$ cat src/rtl/ahb_pkg.sv
// Shared AHB encodings and response-mux state type.
package ahb_pkg;

    localparam logic [1:0] HTRANS_IDLE   = 2'd0;
    localparam logic [1:0] HTRANS_BUSY   = 2'd1;
    localparam logic [1:0] HTRANS_NONSEQ = 2'd2;
    localparam logic [1:0] HTRANS_SEQ    = 2'd3;

    localparam logic [1:0] RSP_OKAY  = 2'd0;
    localparam logic [1:0] RSP_ERROR = 2'd1;
    localparam logic [1:0] RSP_RETRY = 2'd2;
    localparam logic [1:0] RSP_SPLIT = 2'd3;

    typedef enum logic [1:0] {
        FWD,
        ERR1,
        ERR2
    } mux_state_e;

endpackage

$ cat src/rtl/ahb_err_resp.sv
// Two-cycle AHB ERROR sequencer: ERR1 (wait) then ERR2 (ready).
// skip enters ERR2 directly when the first cycle was produced elsewhere.
module ahb_err_resp
    import ahb_pkg::*;
(
    input  logic       clk,
    input  logic       rst,
    input  logic       start,
    input  logic       skip,
    output mux_state_e state,
    output logic       err_active,
    output logic       err_ready,
    output logic       err_last
);

    mux_state_e state_q;
    mux_state_e state_d;

    always_ff @(posedge clk) begin
        if (rst) state_q <= FWD;
        else     state_q <= state_d;
    end

    always_comb begin
        state_d = state_q;
        case (state_q)
            FWD: begin
                if (start)     state_d = ERR1;
                else if (skip) state_d = ERR2;
            end
            ERR1:    state_d = ERR2;
            ERR2:    state_d = FWD;
            default: state_d = FWD;
        endcase
    end

    assign state      = state_q;
    assign err_active = (state_q != FWD);
    assign err_ready  = (state_q == ERR2);
    assign err_last   = (state_q == ERR2);

endmodule

$ cat src/rtl/ahb_mux_s2m_n.sv
// AHB slave-to-master response mux with default-slave ERROR
// and a per-transfer stall watchdog.
module ahb_mux_s2m_n
    import ahb_pkg::*;
#(
    parameter int NUM_SLAVES     = 2,
    parameter int DATA_W         = 32,
    parameter int TIMEOUT_CYCLES = 0
) (
    input  logic                       HCLK,
    input  logic                       HRESET,
    input  logic [NUM_SLAVES-1:0]      HSEL,
    input  logic                       HSEL_Default,
    input  logic [1:0]                 HTRANS,
    input  logic [NUM_SLAVES-1:0]      HREADY_S,
    input  logic [2*NUM_SLAVES-1:0]    HRESP_S,
    input  logic [DATA_W*NUM_SLAVES-1:0] HRDATA_S,
    output logic                       HREADY,
    output logic [1:0]                 HRESP,
    output logic [DATA_W-1:0]          HRDATA,
    output logic                       TIMEOUT
);

    localparam bit WD_EN = (TIMEOUT_CYCLES > 0);
    localparam int CW    = WD_EN ? $clog2(TIMEOUT_CYCLES + 1) : 1;
    localparam int LIM   = WD_EN ? TIMEOUT_CYCLES - 1 : 0;
    localparam logic [CW-1:0] CNT_LIM = CW'(LIM);
    localparam logic [CW-1:0] CNT_MAX = '1;

    logic [NUM_SLAVES-1:0] sel_q;
    logic [NUM_SLAVES-1:0] hsel_oh;
    logic                  def_q;
    logic [CW-1:0]         cnt_q;
    logic                  timeout_q;

    logic              mux_rdy;
    logic [1:0]        mux_rsp;
    logic [DATA_W-1:0] mux_data;

    mux_state_e state;
    logic err_active;
    logic err_ready;
    logic err_last;
    logic stall;
    logic fire;
    logic def_err;
    logic unused;

    // Lowest set bit wins on multi-hot selects.
    assign hsel_oh = HSEL & (~HSEL + NUM_SLAVES'(1));

    always_comb begin
        mux_rdy  = 1'b0;
        mux_rsp  = '0;
        mux_data = '0;
        for (int i = 0; i < NUM_SLAVES; i++) begin
            if (sel_q[i]) begin
                mux_rdy  = mux_rdy | HREADY_S[i];
                mux_rsp  = mux_rsp | HRESP_S[2*i +: 2];
                mux_data = mux_data | HRDATA_S[DATA_W*i +: DATA_W];
            end
        end
    end

    assign stall   = ~err_active & (|sel_q) & ~mux_rdy;
    assign fire    = WD_EN & stall & (cnt_q == CNT_LIM);
    assign def_err = ~err_active & ~(|sel_q) & def_q;

    ahb_err_resp u_err (
        .clk        (HCLK),
        .rst        (HRESET),
        .start      (fire),
        .skip       (def_err),
        .state      (state),
        .err_active (err_active),
        .err_ready  (err_ready),
        .err_last   (err_last)
    );

    always_comb begin
        HREADY = 1'b1;
        HRESP  = RSP_OKAY;
        HRDATA = '0;
        if (err_active) begin
            HREADY = err_ready;
            HRESP  = RSP_ERROR;
        end else if (|sel_q) begin
            HREADY = mux_rdy;
            HRESP  = mux_rsp;
            HRDATA = mux_data;
        end else if (def_q) begin
            HREADY = 1'b0;
            HRESP  = RSP_ERROR;
        end
    end

    // HREADY is only high in FWD or ERR2, so it alone gates capture.
    always_ff @(posedge HCLK) begin
        if (HRESET) begin
            sel_q <= '0;
            def_q <= 1'b0;
        end else if (fire) begin
            sel_q <= '0;
        end else if (HREADY) begin
            sel_q <= hsel_oh;
            def_q <= HSEL_Default & HTRANS[1];
        end
    end

    always_ff @(posedge HCLK) begin
        if (HRESET) begin
            cnt_q     <= '0;
            timeout_q <= 1'b0;
        end else begin
            timeout_q <= fire;
            if (HREADY || fire)
                cnt_q <= '0;
            else if (WD_EN && stall && cnt_q != CNT_MAX)
                cnt_q <= cnt_q + CW'(1);
        end
    end

    assign TIMEOUT = timeout_q;
    assign unused  = ^{HTRANS[0], err_last, state};

endmodule

$ cat config.mk
export PLATFORM = sky130hd
export DESIGN_NAME = ahb_mux_s2m_n
export DESIGN_NICKNAME = d
export VERILOG_FILES = /design/src/rtl/ahb_pkg.sv /design/src/rtl/ahb_err_resp.sv /design/src/rtl/ahb_mux_s2m_n.sv
export SDC_FILE = /design/constraint.sdc
export NUM_CORES = 1
export LEC_CHECK = 0
export CORE_AREA = 4 4 41 43
export DETAILED_ROUTE_END_ITERATION = 7
export DIE_AREA = 0 0 45 47
export DONT_BUFFER_PORTS = 1
export HOLD_SLACK_MARGIN = 0.03
export PLACE_DENSITY = 0.63
export RECOVER_POWER = 100
export SKIP_LAST_GASP = 1
export SYNTH_ARGS = -nofsm -noshare
export SYNTH_HDL_FRONTEND = slang
export SYNTH_SLANG_ARGS = --single-unit
$ cat constraint.sdc
create_clock -name HCLK -period 1.6 [get_ports HCLK]
set_input_delay 0.24 -clock HCLK [delete_from_list [all_inputs] [get_ports HCLK]]
set_output_delay 0.24 -clock HCLK [all_outputs]
set_load 0.02 [all_outputs]
==> metrics, run 1 <==
simple-gate share of the synthesized area=27.1%; Max Fclk=0.649 GHz; Diodes inserted=0; Congestion Overflow GR=0; sequential area share after synthesis=12.5%; overall power=0.794 mW; leak pwr=0.458 nW; Area growth syn-to-layout=31.3%; number of global-route vias before repair=773; DRT antenna net count=0; EDFF count, synth=0; worst-path fanout max=23; Clock Skew=0.00167 ns; outcome=completed; pwr/cell area=944 nW/um^2; crit end category=primary output; fill count=136; yosys warns=0; final setup margin=0.0592 ns; layout cells sized above 1=32.6%; drt first pass iters=4; Max Slew Vio Count=0; vias per cell=6.11; Synth Area in XOR/XNOR=0%; startpoint types=flop; share of the synthesized area in the top cell type=39.8%; pre-CTS setup slack=0.238 ns; Synth area leader=a22oi_1; Post-CTS Setup Repair Bufs=0; post-synthesis mux area share=1.56%; Cells after Synth=103; DR vias=898; largest net degree at the start of global routing=24; H-tree levels=1; Placer Congestion=0.652; Period minus WS final=1.54 ns; compound-cell area share of the yosys netlist=46.9%; clk root buf=clkbuf_4; Max stage delay cell, worst path=dfxtp_1; row count=13; Vert. Die Dim=47 um; Net count, final=211; Async SR Flop Fraction=0%; Setup violations, final=0; Reg clk slew, reported paths=0.04 ns; Clock Path Buffers=2; Syn Area/Cell=6.22 um^2; #FFs+latches synth=4; clock sinks=4; first-pass GRT wire length=3490 um; die footprint=2120 um^2; Starting DRT DRC Count=23; CTS tree=yes; Final period util=96.3%; DRC viols=0; Final Hold Vio Count=0; synth top area cells=a22oi_1, nor2_1, dfxtp_1; critical path arrival=1.30 ns; worst-path cell chain=buf_4 -> nor3_1 -> or2_4; post-synthesis cell area=641 um^2; Routed WL=2560 um; initial core utilization=49.2%; synthesized net count=180; total track usage=22.5%; largest family of logic cells by synthesized area=compound AO/OA/AOI/OAI gates; dpl hpwl=2100 um; Post-Synth Adder-Cell Area=0%; Peak supply drop=0.754 mV; input/output buffers=0; Worst Path Required=1.36 ns; worst-skew pair later-pin latency=0.24 ns; I/O pin count=113; die width=45 um; CTS Buf Count=3; Crit path largest cell delay=0.32 ns; most common library cells after synthesis=a22oi_1, nor2_1, buf_2, clkbuf_1, dfxtp_1; critical setup path kind=flop to primary output; Distinct cells, synth=23; WL/cell=17.4 um; CORE AREA=1300 um^2; Hold WC Path Type=input port to flop; antenna violations before repair=0; RSZ-0062 raised after global routing=true; max cap viols=0; Top FF cell, synth=dfxtp_1
==> registers in the layout, summed over array words and instances (netlist names) <==
register	cells
sel_q	2
u_err.state	1
def_q	1
==> stage by stage <==
stage                     hold slack (ns)  std cells  TNS (ns)  utilization (%)  instance area (um^2)
final                               0.159        147         0             64.6                   841
after global routing                0.160        147   -0.0310             64.6                   841
after detailed placement            0.404        144         0             68.2                   887
after floorplan                     0.386        103         0                -                   641
after CTS                           0.158        147         0             69.9                   910
after global placement              0.397        144         0             68.2                   887
==> cell families after synthesis <==
kind of cell / after synthesis
AO/OA/AOI/OAI: 40
multiplexers: 1
buffers and inverters: 15
AND/OR/NAND/NOR: 42
other: 1
flip-flops: 4
==> layout make-up <==
type / count / area [um^2] / share of cell area, %
Clock buffer: 3 / 22.5 / 2.68
Inverter: 2 / 7.51 / 0.893
Multi-Input combinational cell: 84 / 488 / 58.0
Sequential cell: 4 / 80.1 / 9.52
Tap cell: 15 / 18.8 / 2.23
Timing Repair Buffer: 39 / 224 / 26.6
==> where the power goes <==
| group | internal [mW] | switching, mW | total (mW) |
|---|---|---|---|
| registers | 0.110 | 0.00873 | 0.119 |
| clock network | 0.0841 | 0.0443 | 0.128 |
| logic | 0.196 | 0.351 | 0.547 |
| total | 0.390 | 0.404 | 0.794 |
==> final timing paths <==
check | cells after the start | slack (ns) | startpoint | end
worst max-delay path | 3 | 0.06 | sel_q[0] | HREADY
worst min-delay path | 2 | 0.16 | HTRANS[1] | def_q
worst max register to register | 4 | 0.23 | sel_q[0] | sel_q[1]
worst min register to register | 2 | 0.51 | def_q | u_err.state[1]
==> cell usage in the layout (no fill, tap or decap), types with 2 or more instances in the layout <==
| cell | instances |
|---|---|
| nor2_1 | 34 |
| nand2_1 | 2 |
| buf_4 | 8 |
| clkbuf_2 | 24 |
| inv_1 | 2 |
| dfxtp_1 | 4 |
| a21oi_1 | 2 |
| clkbuf_4 | 4 |
| buf_2 | 5 |
| a22oi_1 | 34 |
==> layer usage <==
metal	wire, um	vias to the layer above	track usage, %
li1	-	439	-
met1	880	392	24.9
met2	1330	63	38.4
met3	310	4	6.90
met4	42	0	12.3
met5	0	-	0
==> worst max-delay path: cells and delay by family (launching register included) <==
family / cells / cell delay, ns
and+or+nand+nor: 2 / 0.53
buffers and inverters: 1 / 0.21
DFF: 1 / 0.32
==> repair_timing <==
| item | in CTS | in global routing |
|---|---|---|
| hold buffers | 0 | 0 |
| hold endpoints to repair | 0 | 0 |
| resized for setup | 0 | 1 |
| setup endpoints to repair | 0 | 3 |
(Power assumes the default switching activity.)
==> run 2: changes to the inputs <==
--- a/config.mk
+++ b/config.mk
@@ -13,6 +13,7 @@
 export PLACE_DENSITY = 0.63
 export RECOVER_POWER = 100
 export SKIP_LAST_GASP = 1
+export SLEW_MARGIN = 5
 export SYNTH_ARGS = -nofsm -noshare
 export SYNTH_HDL_FRONTEND = slang
 export SYNTH_SLANG_ARGS = --single-unit
==> results of run 2 <==
The final DEF is identical to that of run 1; final timing and power are the same.
==> run 3: changes to the inputs <==
--- a/config.mk
+++ b/config.mk
@@ -10,9 +10,9 @@
 export DIE_AREA = 0 0 45 47
 export DONT_BUFFER_PORTS = 1
 export HOLD_SLACK_MARGIN = 0.03
+export MAX_ROUTING_LAYER = met4
 export PLACE_DENSITY = 0.63
 export RECOVER_POWER = 100
-export SKIP_LAST_GASP = 1
 export SLEW_MARGIN = 5
 export SYNTH_ARGS = -nofsm -noshare
 export SYNTH_HDL_FRONTEND = slang
==> constraint.sdc (replaced) <==
create_clock -name HCLK -period 1.6 [get_ports HCLK]
set_input_delay 0.32 -clock HCLK [delete_from_list [all_inputs] [get_ports HCLK]]
set_output_delay 0.32 -clock HCLK [all_outputs]
set_load 0.02 [all_outputs]
==> metrics, run 3 (synthesis results as in run 1) <==
I/O pin count=113 (unchanged); Setup TNS Final=0 ns (unchanged); Max stage delay cell, worst path=dfxtp_2; first-pass GRT wire length=3300 um (-5.5%); most frequent cells in the layout=nor2_1, a22oi_1, clkbuf_2, buf_4; critical setup path kind=flop to primary output; DRC viols=0 (unchanged); leak pwr=0.461 nW (+0.57%); Setup violations, final=0 (unchanged); max cap viols=0 (unchanged); Period minus WS final=1.51 ns (-0.0278 ns); Diodes inserted=0 (unchanged); row count=13 (unchanged); die footprint=2120 um^2 (unchanged); worst-path cell chain=a221o_1 -> or2_4; Max Fclk=0.661 GHz (+1.8%); die width=45 um (unchanged); H-tree levels=1 (unchanged); WL/cell=17.2 um (-1.1%); CTS Buf Count=3 (unchanged); RSZ-0062 raised after global routing=false; worst-skew pair later-pin latency=0.23 ns (about the same); total track usage=21.5% (-0.98 points); Congestion Overflow GR=0 (unchanged); Clock Path Buffers=2 (unchanged); startpoint types=flop; Biggest register=sel_q; initial core utilization=49.2% (unchanged); Reg clk slew, reported paths=0.03 ns (about the same); DR vias=932 (+3.8%); outcome=completed; Post-Route Utilization=65.8% (+1.2 points); Top Family by Delay on Critical Path=flip-flops; Final period util=94.6% (-1.7 points); number of global-route vias before repair=736 (-4.8%); antenna violations before repair=0 (unchanged); Final Hold Vio Count=0 (unchanged); Clock Skew=0.00375 ns (+0.00209 ns); Crit path largest cell delay=0.34 ns (+0.02 ns); Net count, final=211 (unchanged); Placer Congestion=0.687 (+5.3%); hold buffer count at cts=0 (unchanged); Peak supply drop=0.754 mV (about the same); Worst Path Required=1.28 ns (-0.08 ns); dpl hpwl=2060 um (-2.0%); critical path arrival=1.19 ns (-0.11 ns); clk root buf=clkbuf_4; largest net degree at the start of global routing=24 (unchanged); pwr/cell area=933 nW/um^2 (-1.2%); Max Slew Vio Count=0 (unchanged); Hold WC Path Type=input port to flop; crit end category=primary output; max reg flops=2 (unchanged); Vert. Die Dim=47 um (unchanged); worst-path fanout max=4 (-83%); CTS tree=yes; vias per cell=6.34 (+3.8%); Starting DRT DRC Count=39 (+70%); buffers and inverters on the worst path=0 (-1); Routed WL=2530 um (-1.1%); clock sinks=4 (unchanged); input/output buffers=0 (unchanged); overall power=0.798 mW (+0.54%); CORE AREA=1300 um^2 (unchanged); Area growth syn-to-layout=33.6%; DRT antenna net count=0 (unchanged); drt first pass iters=4 (unchanged); layout cells sized above 1=34.1% (+1.5 points)
==> run 3: repair_timing <==
item                       in CTS  in global routing
setup endpoints to repair       1                 30
setup buffers                   0                  0
resized for setup               2                  4
==> run 3: stage by stage <==
stage	instances	hold WS [ns]	instance area (um^2)	worst slack (ns)
finish	147	0.235	856	0.0871
global placement	144	0.471	887	0.281
floorplan	103	0.451	641	0.0837
CTS	147	0.236	918	0.0452
global route	147	0.222	856	0.00440
detailed placement	144	0.484	887	0.234
==> run 3: cell type report <==
| cell class | instances | area [um^2] |
|---|---|---|
| Sequential cell | 4 | 81.3 |
| Inverter | 2 | 7.51 |
| Clock buffer | 3 | 22.5 |
| Timing Repair Buffer | 39 | 233 |
| Fill cell | 134 | 445 |
| Multi-Input combinational cell | 84 | 493 |
| Tap cell | 15 | 18.8 |
==> run 3: worst paths after layout <==
kind / startpoint / endpoint / slack (ns) / cells after the start
hold / removal: HSEL[0] / sel_q[0] / 0.24 / 2
setup / recovery: sel_q[0] / HREADY / 0.09 / 2
setup reg to reg: sel_q[0] / sel_q[1] / 0.29 / 3
hold reg to reg: def_q / u_err.state[1] / 0.52 / 2
==> run 3: power by group <==
group / internal (mW) / switching [mW] / total, mW / leakage [nW]
clock network: 0.0837 / 0.0391 / 0.123 / 0.0138
logic: 0.203 / 0.350 / 0.553 / 0.414
registers: 0.111 / 0.0119 / 0.123 / 0.0331
total: 0.398 / 0.401 / 0.798 / 0.461
==> run 3: routing by layer <==
layer	track usage (%)	up-vias	wire length (um)
li1	-	440	-
met1	24.0	413	852
met2	35.9	77	1320
met3	4.98	2	348
met4	10.5	0	8
met5	-	-	0
